File: src/rtl/multi_crop_stream_if.sv
// Pixel stream bundle for multi_crop_stream: raster input stream plus the
// crop-tagged output stream. The engine sits on the slave side.
interface multi_crop_stream_if #(
    parameter int PIXEL_BIT_WIDTH = 16,
    parameter int IW = 1
);
    logic [PIXEL_BIT_WIDTH-1:0] pixel_in_TDATA;
    logic                       pixel_in_TVALID;
    logic                       pixel_in_TREADY;
    logic [PIXEL_BIT_WIDTH-1:0] pixel_out_TDATA;
    logic [IW-1:0]              pixel_out_TUSER;
    logic                       pixel_out_TLAST;
    logic                       pixel_out_TVALID;
    logic                       pixel_out_TREADY;

    modport master (
        output pixel_in_TDATA, pixel_in_TVALID,
        input  pixel_in_TREADY,
        input  pixel_out_TDATA, pixel_out_TUSER, pixel_out_TLAST, pixel_out_TVALID,
        output pixel_out_TREADY
    );

    modport slave (
        input  pixel_in_TDATA, pixel_in_TVALID,
        output pixel_in_TREADY,
        output pixel_out_TDATA, pixel_out_TUSER, pixel_out_TLAST, pixel_out_TVALID,
        input  pixel_out_TREADY
    );
endinterface

File: src/rtl/multi_crop_stream.sv
// Streaming multi-window crop: tags each in-window pixel with its crop index and
// end-of-crop marker, buffering results in a first-word-fall-through FIFO.
//
// state | meaning
// IDLE  | waiting for a pixel that falls inside an enabled crop
// EMIT  | pushing the held pixel once per crop in its mask, lowest index first
module multi_crop_stream #(
    parameter int PIXEL_BIT_WIDTH = 16,
    parameter int IN_ROWS = 100,
    parameter int IN_COLS = 160,
    parameter int OUT_ROWS = 48,
    parameter int OUT_COLS = 48,
    parameter int NUM_CROPS = 2,
    parameter int FIFO_DEPTH = 16,
    localparam int RW = $clog2(IN_ROWS),
    localparam int CW = $clog2(IN_COLS),
    localparam int IW = (NUM_CROPS > 1) ? $clog2(NUM_CROPS) : 1
) (
    input  logic                    clk,
    input  logic                    reset,
    input  logic [NUM_CROPS*RW-1:0] crop_y_cfg,
    input  logic [NUM_CROPS*CW-1:0] crop_x_cfg,
    multi_crop_stream_if.slave      bus,
    output logic                    cfg_err,
    output logic                    frame_done
);
    localparam int AW = $clog2(FIFO_DEPTH);
    localparam int DW = PIXEL_BIT_WIDTH + IW + 1;

    typedef enum logic {IDLE, EMIT} state_t;

    state_t                     state;
    logic [RW-1:0]              row;
    logic [CW-1:0]              col;
    logic [RW-1:0]              lat_y [NUM_CROPS];
    logic [CW-1:0]              lat_x [NUM_CROPS];
    logic [NUM_CROPS-1:0]       lat_en;
    logic [PIXEL_BIT_WIDTH-1:0] hold_pix;
    logic [NUM_CROPS-1:0]       hold_mask;
    logic [RW-1:0]              hold_row;
    logic [CW-1:0]              hold_col;

    logic [DW-1:0]              mem [FIFO_DEPTH];
    logic [AW-1:0]              wr_ptr, rd_ptr;
    logic [AW:0]                count;

    logic                       at_origin, accept, push, push_last, pop, full, empty;
    logic                       in_ready, emit_last;
    logic [RW-1:0]              eff_y [NUM_CROPS];
    logic [CW-1:0]              eff_x [NUM_CROPS];
    logic [NUM_CROPS-1:0]       eff_en, in_mask, rest_mask;
    logic [IW-1:0]              sel;

    // At (0,0) the live configuration is used so the first pixel sees the new origins.
    always_comb begin
        at_origin = (row == '0) && (col == '0);
        for (int k = 0; k < NUM_CROPS; k++) begin
            eff_y[k]  = at_origin ? crop_y_cfg[k*RW +: RW] : lat_y[k];
            eff_x[k]  = at_origin ? crop_x_cfg[k*CW +: CW] : lat_x[k];
            eff_en[k] = at_origin ? ((int'(eff_y[k]) + OUT_ROWS <= IN_ROWS) &&
                                     (int'(eff_x[k]) + OUT_COLS <= IN_COLS))
                                  : lat_en[k];
            in_mask[k] = eff_en[k] &&
                         (int'(row) >= int'(eff_y[k])) && (int'(row) < int'(eff_y[k]) + OUT_ROWS) &&
                         (int'(col) >= int'(eff_x[k])) && (int'(col) < int'(eff_x[k]) + OUT_COLS);
        end

        sel = '0;
        for (int k = NUM_CROPS - 1; k >= 0; k--) begin
            if (hold_mask[k]) sel = IW'(k);
        end
        rest_mask      = hold_mask;
        rest_mask[sel] = 1'b0;
        emit_last = (int'(hold_row) == int'(lat_y[sel]) + OUT_ROWS - 1) &&
                    (int'(hold_col) == int'(lat_x[sel]) + OUT_COLS - 1);

        full      = (count == (AW+1)'(FIFO_DEPTH));
        empty     = (count == '0);
        push      = (state == EMIT) && !full;
        push_last = push && (rest_mask == '0);
        in_ready  = !reset && ((state == IDLE) || push_last);
        accept    = bus.pixel_in_TVALID && in_ready;
        pop       = !empty && bus.pixel_out_TREADY;
    end

    assign bus.pixel_in_TREADY  = in_ready;
    assign bus.pixel_out_TVALID = !empty;
    assign {bus.pixel_out_TDATA, bus.pixel_out_TUSER, bus.pixel_out_TLAST} =
        empty ? '0 : mem[rd_ptr];

    always_ff @(posedge clk) begin
        if (push) mem[wr_ptr] <= {hold_pix, sel, emit_last};
    end

    always_ff @(posedge clk) begin
        if (reset) begin
            state      <= IDLE;
            row        <= '0;
            col        <= '0;
            lat_en     <= '0;
            hold_mask  <= '0;
            wr_ptr     <= '0;
            rd_ptr     <= '0;
            count      <= '0;
            cfg_err    <= 1'b0;
            frame_done <= 1'b0;
        end else begin
            frame_done <= accept && (int'(row) == IN_ROWS - 1) && (int'(col) == IN_COLS - 1);

            if (push) begin
                wr_ptr    <= wr_ptr + AW'(1);
                hold_mask <= rest_mask;
            end
            if (pop) rd_ptr <= rd_ptr + AW'(1);
            if (push && !pop) count <= count + (AW+1)'(1);
            else if (!push && pop) count <= count - (AW+1)'(1);

            if (push_last) state <= IDLE;

            if (accept) begin
                if (int'(col) == IN_COLS - 1) begin
                    col <= '0;
                    row <= (int'(row) == IN_ROWS - 1) ? '0 : row + RW'(1);
                end else begin
                    col <= col + CW'(1);
                end
                if (at_origin) begin
                    lat_y   <= eff_y;
                    lat_x   <= eff_x;
                    lat_en  <= eff_en;
                    cfg_err <= ~&eff_en;
                end
                if (in_mask != '0) begin
                    hold_pix  <= bus.pixel_in_TDATA;
                    hold_mask <= in_mask;
                    hold_row  <= row;
                    hold_col  <= col;
                    state     <= EMIT;
                end
            end
        end
    end
endmodule

File: src/flat_wrapper.sv
// flat-port wrapper written by rule: the top's interface ports become plain ports
module multi_crop_stream_flat 
#(
    parameter int PIXEL_BIT_WIDTH = 16,
    parameter int IN_ROWS = 100,
    parameter int IN_COLS = 160,
    parameter int OUT_ROWS = 48,
    parameter int OUT_COLS = 48,
    parameter int NUM_CROPS = 2,
    parameter int FIFO_DEPTH = 16,
    localparam int RW = $clog2(IN_ROWS),
    localparam int CW = $clog2(IN_COLS),
    localparam int IW = (NUM_CROPS > 1) ? $clog2(NUM_CROPS) : 1
)
  (clk, reset, crop_y_cfg, crop_x_cfg, cfg_err, frame_done, bus_pixel_in_TDATA, bus_pixel_in_TVALID, bus_pixel_in_TREADY, bus_pixel_out_TDATA, bus_pixel_out_TUSER, bus_pixel_out_TLAST, bus_pixel_out_TVALID, bus_pixel_out_TREADY);
  multi_crop_stream_if #(.PIXEL_BIT_WIDTH(PIXEL_BIT_WIDTH), .IW(1)) bus_i ();
  input  logic clk;
  input  logic reset;
  input  logic [NUM_CROPS*RW-1:0] crop_y_cfg;
  input  logic [NUM_CROPS*CW-1:0] crop_x_cfg;
  output logic cfg_err;
  output logic frame_done;
  input wire logic [$bits(bus_i.pixel_in_TDATA)-1:0] bus_pixel_in_TDATA;
  input wire logic [$bits(bus_i.pixel_in_TVALID)-1:0] bus_pixel_in_TVALID;
  output wire logic [$bits(bus_i.pixel_in_TREADY)-1:0] bus_pixel_in_TREADY;
  output wire logic [$bits(bus_i.pixel_out_TDATA)-1:0] bus_pixel_out_TDATA;
  output wire logic [$bits(bus_i.pixel_out_TUSER)-1:0] bus_pixel_out_TUSER;
  output wire logic [$bits(bus_i.pixel_out_TLAST)-1:0] bus_pixel_out_TLAST;
  output wire logic [$bits(bus_i.pixel_out_TVALID)-1:0] bus_pixel_out_TVALID;
  input wire logic [$bits(bus_i.pixel_out_TREADY)-1:0] bus_pixel_out_TREADY;
  assign bus_i.pixel_in_TDATA = bus_pixel_in_TDATA;
  assign bus_i.pixel_in_TVALID = bus_pixel_in_TVALID;
  assign bus_pixel_in_TREADY = bus_i.pixel_in_TREADY;
  assign bus_pixel_out_TDATA = bus_i.pixel_out_TDATA;
  assign bus_pixel_out_TUSER = bus_i.pixel_out_TUSER;
  assign bus_pixel_out_TLAST = bus_i.pixel_out_TLAST;
  assign bus_pixel_out_TVALID = bus_i.pixel_out_TVALID;
  assign bus_i.pixel_out_TREADY = bus_pixel_out_TREADY;
  multi_crop_stream #(.PIXEL_BIT_WIDTH(PIXEL_BIT_WIDTH), .IN_ROWS(IN_ROWS), .IN_COLS(IN_COLS), .OUT_ROWS(OUT_ROWS), .OUT_COLS(OUT_COLS), .NUM_CROPS(NUM_CROPS), .FIFO_DEPTH(FIFO_DEPTH)) u_core (.clk(clk), .reset(reset), .crop_y_cfg(crop_y_cfg), .crop_x_cfg(crop_x_cfg), .bus(bus_i), .cfg_err(cfg_err), .frame_done(frame_done));
endmodule
File: config.mk
export PLATFORM = sky130hd
export DESIGN_NAME = multi_crop_stream_flat
export DESIGN_NICKNAME = d
export VERILOG_FILES = /design/src/rtl/multi_crop_stream_if.sv /design/src/rtl/multi_crop_stream.sv /design/src/flat_wrapper.sv
export SDC_FILE = /design/constraint.sdc
export NUM_CORES = 1
export LEC_CHECK = 0
export CAP_MARGIN = 10
export CORE_UTILIZATION = 65
export CTS_BUF_LIST = sky130_fd_sc_hd__clkbuf_16
export DETAILED_ROUTE_END_ITERATION = 10
export HOLD_SLACK_MARGIN = 0.1
export PLACE_DENSITY = 0.95
export RECOVER_POWER = 50
export SLEW_MARGIN = 20
export SYNTH_ARGS = -nofsm -noshare
export SYNTH_HDL_FRONTEND = slang
export SYNTH_SLANG_ARGS = --single-unit
File: constraint.sdc
create_clock -name clk -period 12 [get_ports clk]
set_input_delay 2.4 -clock clk [delete_from_list [all_inputs] [get_ports clk]]
set_output_delay 2.4 -clock clk [all_outputs]
set_load 0.005 [all_outputs]
Word level (Yosys, flattened, before mapping) --
Memory sizes are Yosys's and may differ from the RTL's. A register that Yosys moved wholly into a read port is not among the register bits. Index checks and enable logic that the tools add are counted.
Storage, ports and cells: register bits after elaboration 96, RAM bits 288, input port bits 50, output and inout port bits 22, word-level logic and storage cells 128, memories kept 1
Operators by class: add/subtract/negate cells 14, magnitude comparators 15, equality and inequality tests 5, muxes and demuxes 31, bitwise gates (word level) 5, reduce and logical (&&, ||, !) cells 40
Memories:
- u_core.mem | words 16, width 18, read ports 1, clocked after memory_dff 1, write ports 1, RTL line multi_crop_stream.sv:43 | logic [DW-1:0] mem [FIFO_DEPTH];
Operators with widths (count):
- 32-bit by 8-bit <= comparator with 1-bit output, second input constant | 2
- 32-bit by 9-bit <= comparator with 1-bit output, second input constant | 2
- 8-bit by 32-bit less-than comparator with 1-bit output | 2
- 9-bit by 32-bit less-than comparator with 1-bit output | 2
- 32-bit by 2-bit subtractor with 32-bit output, second input constant | 2
- 8-bit 2-to-1 mux | 6
- 7-bit 2-to-1 mux | 6
- 8-bit by 32-bit equality test with 1-bit output | 1
- 9-bit by 32-bit equality test with 1-bit output | 1
- 8-bit by 6-bit adder with 9-bit output, second input constant | 3
- 7-bit by 6-bit adder with 8-bit output, second input constant | 3
- 1-bit logical AND | 22
- 18-bit 2-to-1 mux | 1
- 8-bit >= comparator | 2
- 7-bit >= comparator | 2
- 1-bit 2-to-1 mux | 10
- 5-bit 2-to-1 mux | 2
- 4-bit by 1-bit adder with 4-bit output, second input constant | 2
- 8-bit by 1-bit adder with 8-bit output, second input constant | 1
- 8-bit equality test, second input constant | 1
- 8-bit zero test | 1
- 4-bit 2-to-1 mux | 2
- 7-bit by 1-bit adder with 7-bit output, second input constant | 1
- 7-bit by 6-bit equality test with 1-bit output, second input constant | 1
- other kinds (20) | 32

Depth between registers and ports, before layout --
word-level depth 15, depth in mapped cells 17, mapped depth without buffers 16

Worst setup path after synthesis --
OpenSTA, ideal clock, no wires.
kind input port to output port, start input reset, end output bus_pixel_in_TREADY, arrival 3.046 ns, data required time 9.600 ns, setup slack 6.554 ns, stages on the path 3, path buffers 2, cells stage by stage clkbuf_1 clkbuf_1 a21oi_1
On the way: longest elaborated chain between the ends 2
RTL lines:
- start: declaration | RTL line flat_wrapper.sv:18 | input logic reset;
- 1-bit zero test | RTL line multi_crop_stream.sv:81 | in_ready = !reset && ((state == IDLE) || push_last);
- 1-bit logical AND | RTL line multi_crop_stream.sv:81
- end: declaration | RTL line flat_wrapper.sv:25 | output wire logic [$bits(bus_i.pixel_in_TREADY)-1:0] bus_pixel_in_TREADY;
No other way between the ends.

==> reports/metrics.yaml <==
placementRows: 59
cp.arrival_ns: 3.92
overflow: 0
drt-vias-per-instance: 6.75
fin_crit_ns: 6.32
r2r-start: "u_core.hold_mask[0]"
synth_edf_count: 349
powerDensity_nw_per_um2: 163
yosysSeqAreaShare_pct: 64.9
path_max_fanout: 52
coreArea_um2: 26100
wirelength_mm: 42.9
hpwl_mm: 24.9
clk_pin_slew_ns: 0.07
placed_cell_area_um2: 18600
cp_common_cell: "mux4_2"
initial_utilization_pct: 66.4
wire_per_inst_um: 28.2
final-setup-viol-count: 0
multiInputGateArea_um2: 5800
p_sw_mw: 0.824
yosys_warnings: 0
die_w_um: 165
path_cells: "buf_4, mux4_2, mux4_2, and2_1, clkdlybuf4s50_1"
startpoint_type: "register"
dr_total_vias: 10300
crit_type: "reg -> out"
drc: 11
postRouteAntennaNets: 0
reg2reg_depth: 15
yosysUniqueCellTypes: 70
port_buffers: 71
post_cts_buffers: 0
syn_area_um2: 17300
clock_path_buffers: 3
switching_share_pct: 25.6
cts_tree: "yes"
drv_slew: 67
fin_crit_sh_pct: 52.6
hold_viol_final: 0
antenna_found_initial: 0
cts_resized: 0
hold_buffers: 0
area.sequential_um2: 11300
grt_pass1_vias: 10400
fin_nets: 1279
globalplace.congestion: 0.908
pin_count: 72
setup_tns_ns: 0
r2r_end: "u_core.mem[15][0]"
cts-root-buf: "clkbuf_16"
clkPwrFrac_pct: 35.2
worst_hold_slack_ns: 0.522
vdd_ir_drop_max_uv: 116
drt_iter0_drc: 1196
cp-end-kind: "output pin"
cp_data_required_time_ns: 9.60
synthFlopType: "edfxtp_1"
synthArstFlopShare_pct: 0
combPwrFrac_pct: 18.1
max-cap-violations: 3
crit_path_top_delay_cell: "buf_4"
synth.avg_cell_area_um2: 16.3
max_stage_delay_ns: 0.88
violations: "design-rule violations, max-capacitance violations, max-slew violations"
timing.slew.headroom_pct: -10.7
dieHeight_um: 165
p_leak_nw: 6.67
fillers: 1432
rsz0062_at_grt: "no"
hp-start: "u_core.rd_ptr[1]"
antenna_cells: 0
syn-instance-count: 1063
cts_buffers: 38
syn_to_final_growth_pct: 13.6
syn_nets: 1182
htreeDepth: 2
intPower_mw: 2.40
cts_sinks: 388
drive_gt1_share_pct: 17.4
worst-slew-pin-transition_ns: 1.66
fin_area_um2: 19700
hold_path_depth: 2
fin_skew_ns: 0.0175
grt_pass1_wl_mm: 63.2
hold_path_class: "reg -> reg"
grt_max_degree: 73
ys_ff_latch: 388
insertion_delay_ns: 0.54
fmax_mhz: 158
p_seq_share_pct: 46.7
ff2ff_setup_slack_ns: 6.33
drtPass1Iterations: 8
grt_usage_pct: 32.3
dieArea_um2: 27300
status: "finished, violations left"
[sequential cells by signal (all words and copies together) (netlist names), 2 cells and up, named ones only]
| register | count |
|---|---|
| u_core.rd_ptr | 4 |
| u_core.lat_x | 16 |
| u_core.count | 5 |
| u_core.col | 8 |
| u_core.hold_row | 7 |
| u_core.lat_en | 2 |
| u_core.hold_mask | 2 |
| u_core.hold_col | 8 |
| u_core.row | 7 |
| u_core.mem | 288 |
| u_core.wr_ptr | 4 |
| u_core.hold_pix | 16 |
| u_core.lat_y | 14 |
[power groups by stage]
| stage | clock network (mW) | logic, mW | registers [mW] |
|---|---|---|---|
| 2_1_floorplan | 0 | 0.383 | 1.51 |
| 3_3_place_gp | 0 | 0.540 | 1.53 |
| 3_5_place_dp | 0 | 0.569 | 1.53 |
| 4_1_cts | 1.13 | 0.583 | 1.50 |
| 5_1_grt | 1.19 | 0.627 | 1.51 |
| 6_report | 1.13 | 0.584 | 1.50 |
[metal layers]
layer / vias up / track usage (%) / share of wire [%]
met3: 132 / 4.70 / 7.8
met4: 0 / 11.9 / 3.9
met5: - / 0 / 0
met1: 5131 / 41.2 / 38
met2: 646 / 56.3 / 51
li1: 4351 / - / -
[layout by cell type (no fill, tap or decap), types with 21 or more instances in the layout]
cell type        synthesis  routed
o21ai_0                 22      22
edfxtp_1               349     349
inv_1                   47      52
dfxtp_1                 39      37
xor2_1                  22      22
mux2i_1                 38      38
a21oi_1                 34      34
mux4_2                  90      90
clkbuf_16                0      39
nand2_1                 42      41
ha_1                    68      68
xnor2_1                 24      24
clkdlybuf4s50_1          0      55
nor2_1                  56      52
buf_4                    0      21
[how the worst max path moves through the flow]
| stage | start | endpoint | slack (ns) | cells after the start |
|---|---|---|---|---|
| floorplan | reset | bus_pixel_in_TREADY | 6.55 | 3 |
| global placement | crop_x_cfg[2] | u_core.hold_pix[14] | 6.04 | 12 |
| detailed placement | crop_x_cfg[4] | u_core.hold_pix[11] | 5.86 | 11 |
| CTS | register | bus_pixel_out_TDATA[11] | 5.58 | 5 |
| global route | register | bus_pixel_out_TDATA[11] | 5.46 | 5 |
| finish | register | bus_pixel_out_TDATA[11] | 5.68 | 5 |
[Yosys cell counts, types with 2 or more instances]
library cell,number,share of area (%)
a2111oi_0,2,0.10
a211oi_1,3,0.13
a21o_1,7,0.30
a21oi_1,34,0.98
a221oi_1,2,0.10
a31oi_1,3,0.11
and2_1,20,0.72
and3_1,6,0.22
and4_1,2,0.10
buf_1,10,0.22
buf_2,4,0.12
clkbuf_1,23,0.50
dfxtp_1,39,4.5
edfxtp_1,349,60
ha_1,68,4.9
inv_1,47,1.0
maj3_1,2,0.12
mux2_2,11,0.71
mux2i_1,38,2.2
mux4_2,90,12
nand2_1,42,0.91
nand2b_1,8,0.29
nand3_1,16,0.46
nand3b_1,4,0.17
nand4_1,7,0.25
nor2_1,56,1.2
nor2b_1,12,0.43
nor3_1,20,0.58
nor4_1,7,0.25
o2111ai_1,2,0.10
o211ai_1,8,0.35
o21a_1,10,0.43
o21ai_0,22,0.63
o221ai_1,2,0.10
o22a_1,2,0.10
o31a_1,2,0.10
o31ai_1,2,0.087
or3_1,5,0.18
xnor2_1,24,1.2
xor2_1,22,1.1
[layout make-up]
class | instances | share of cell area (%)
flip-flops and latches | 388 | 57.2
multi-input cells | 589 | 29.4
clock buffers | 39 | 4.95
repair buffers | 95 | 4.46
well taps | 335 | 2.13
clock inverters | 27 | 0.946
inverters | 48 | 0.914
[cell families after synthesis]
logic type	share of synthesized area [%]
xor+xnor	2.32
simple gates	6.48
buf+inv	1.93
mux	14.8
flops	64.9
compound gates	4.39
fa+ha+maj	5.20
[critical path: cells and delay by family, from the launching register on]
family | cells | cell delay, ns
mux | 2 | 1.19
flops | 1 | 0.63
simple gates | 1 | 0.18
buf+inv | 2 | 1.34
[through the flow]
| step | worst slack, ns | utilization (%) | std cells | total power, mW |
|---|---|---|---|---|
| after global routing | 5.46 | 75.4 | 1521 | 3.32 |
| after floorplan | 6.55 | - | 1063 | 1.90 |
| after global placement | 6.04 | 71.1 | 1455 | 2.07 |
| final | 5.68 | 75.4 | 1521 | 3.22 |
| after detailed placement | 5.86 | 71.1 | 1455 | 2.10 |
| after CTS | 5.58 | 75.5 | 1521 | 3.22 |
Power figures use the tool's default switching activity.
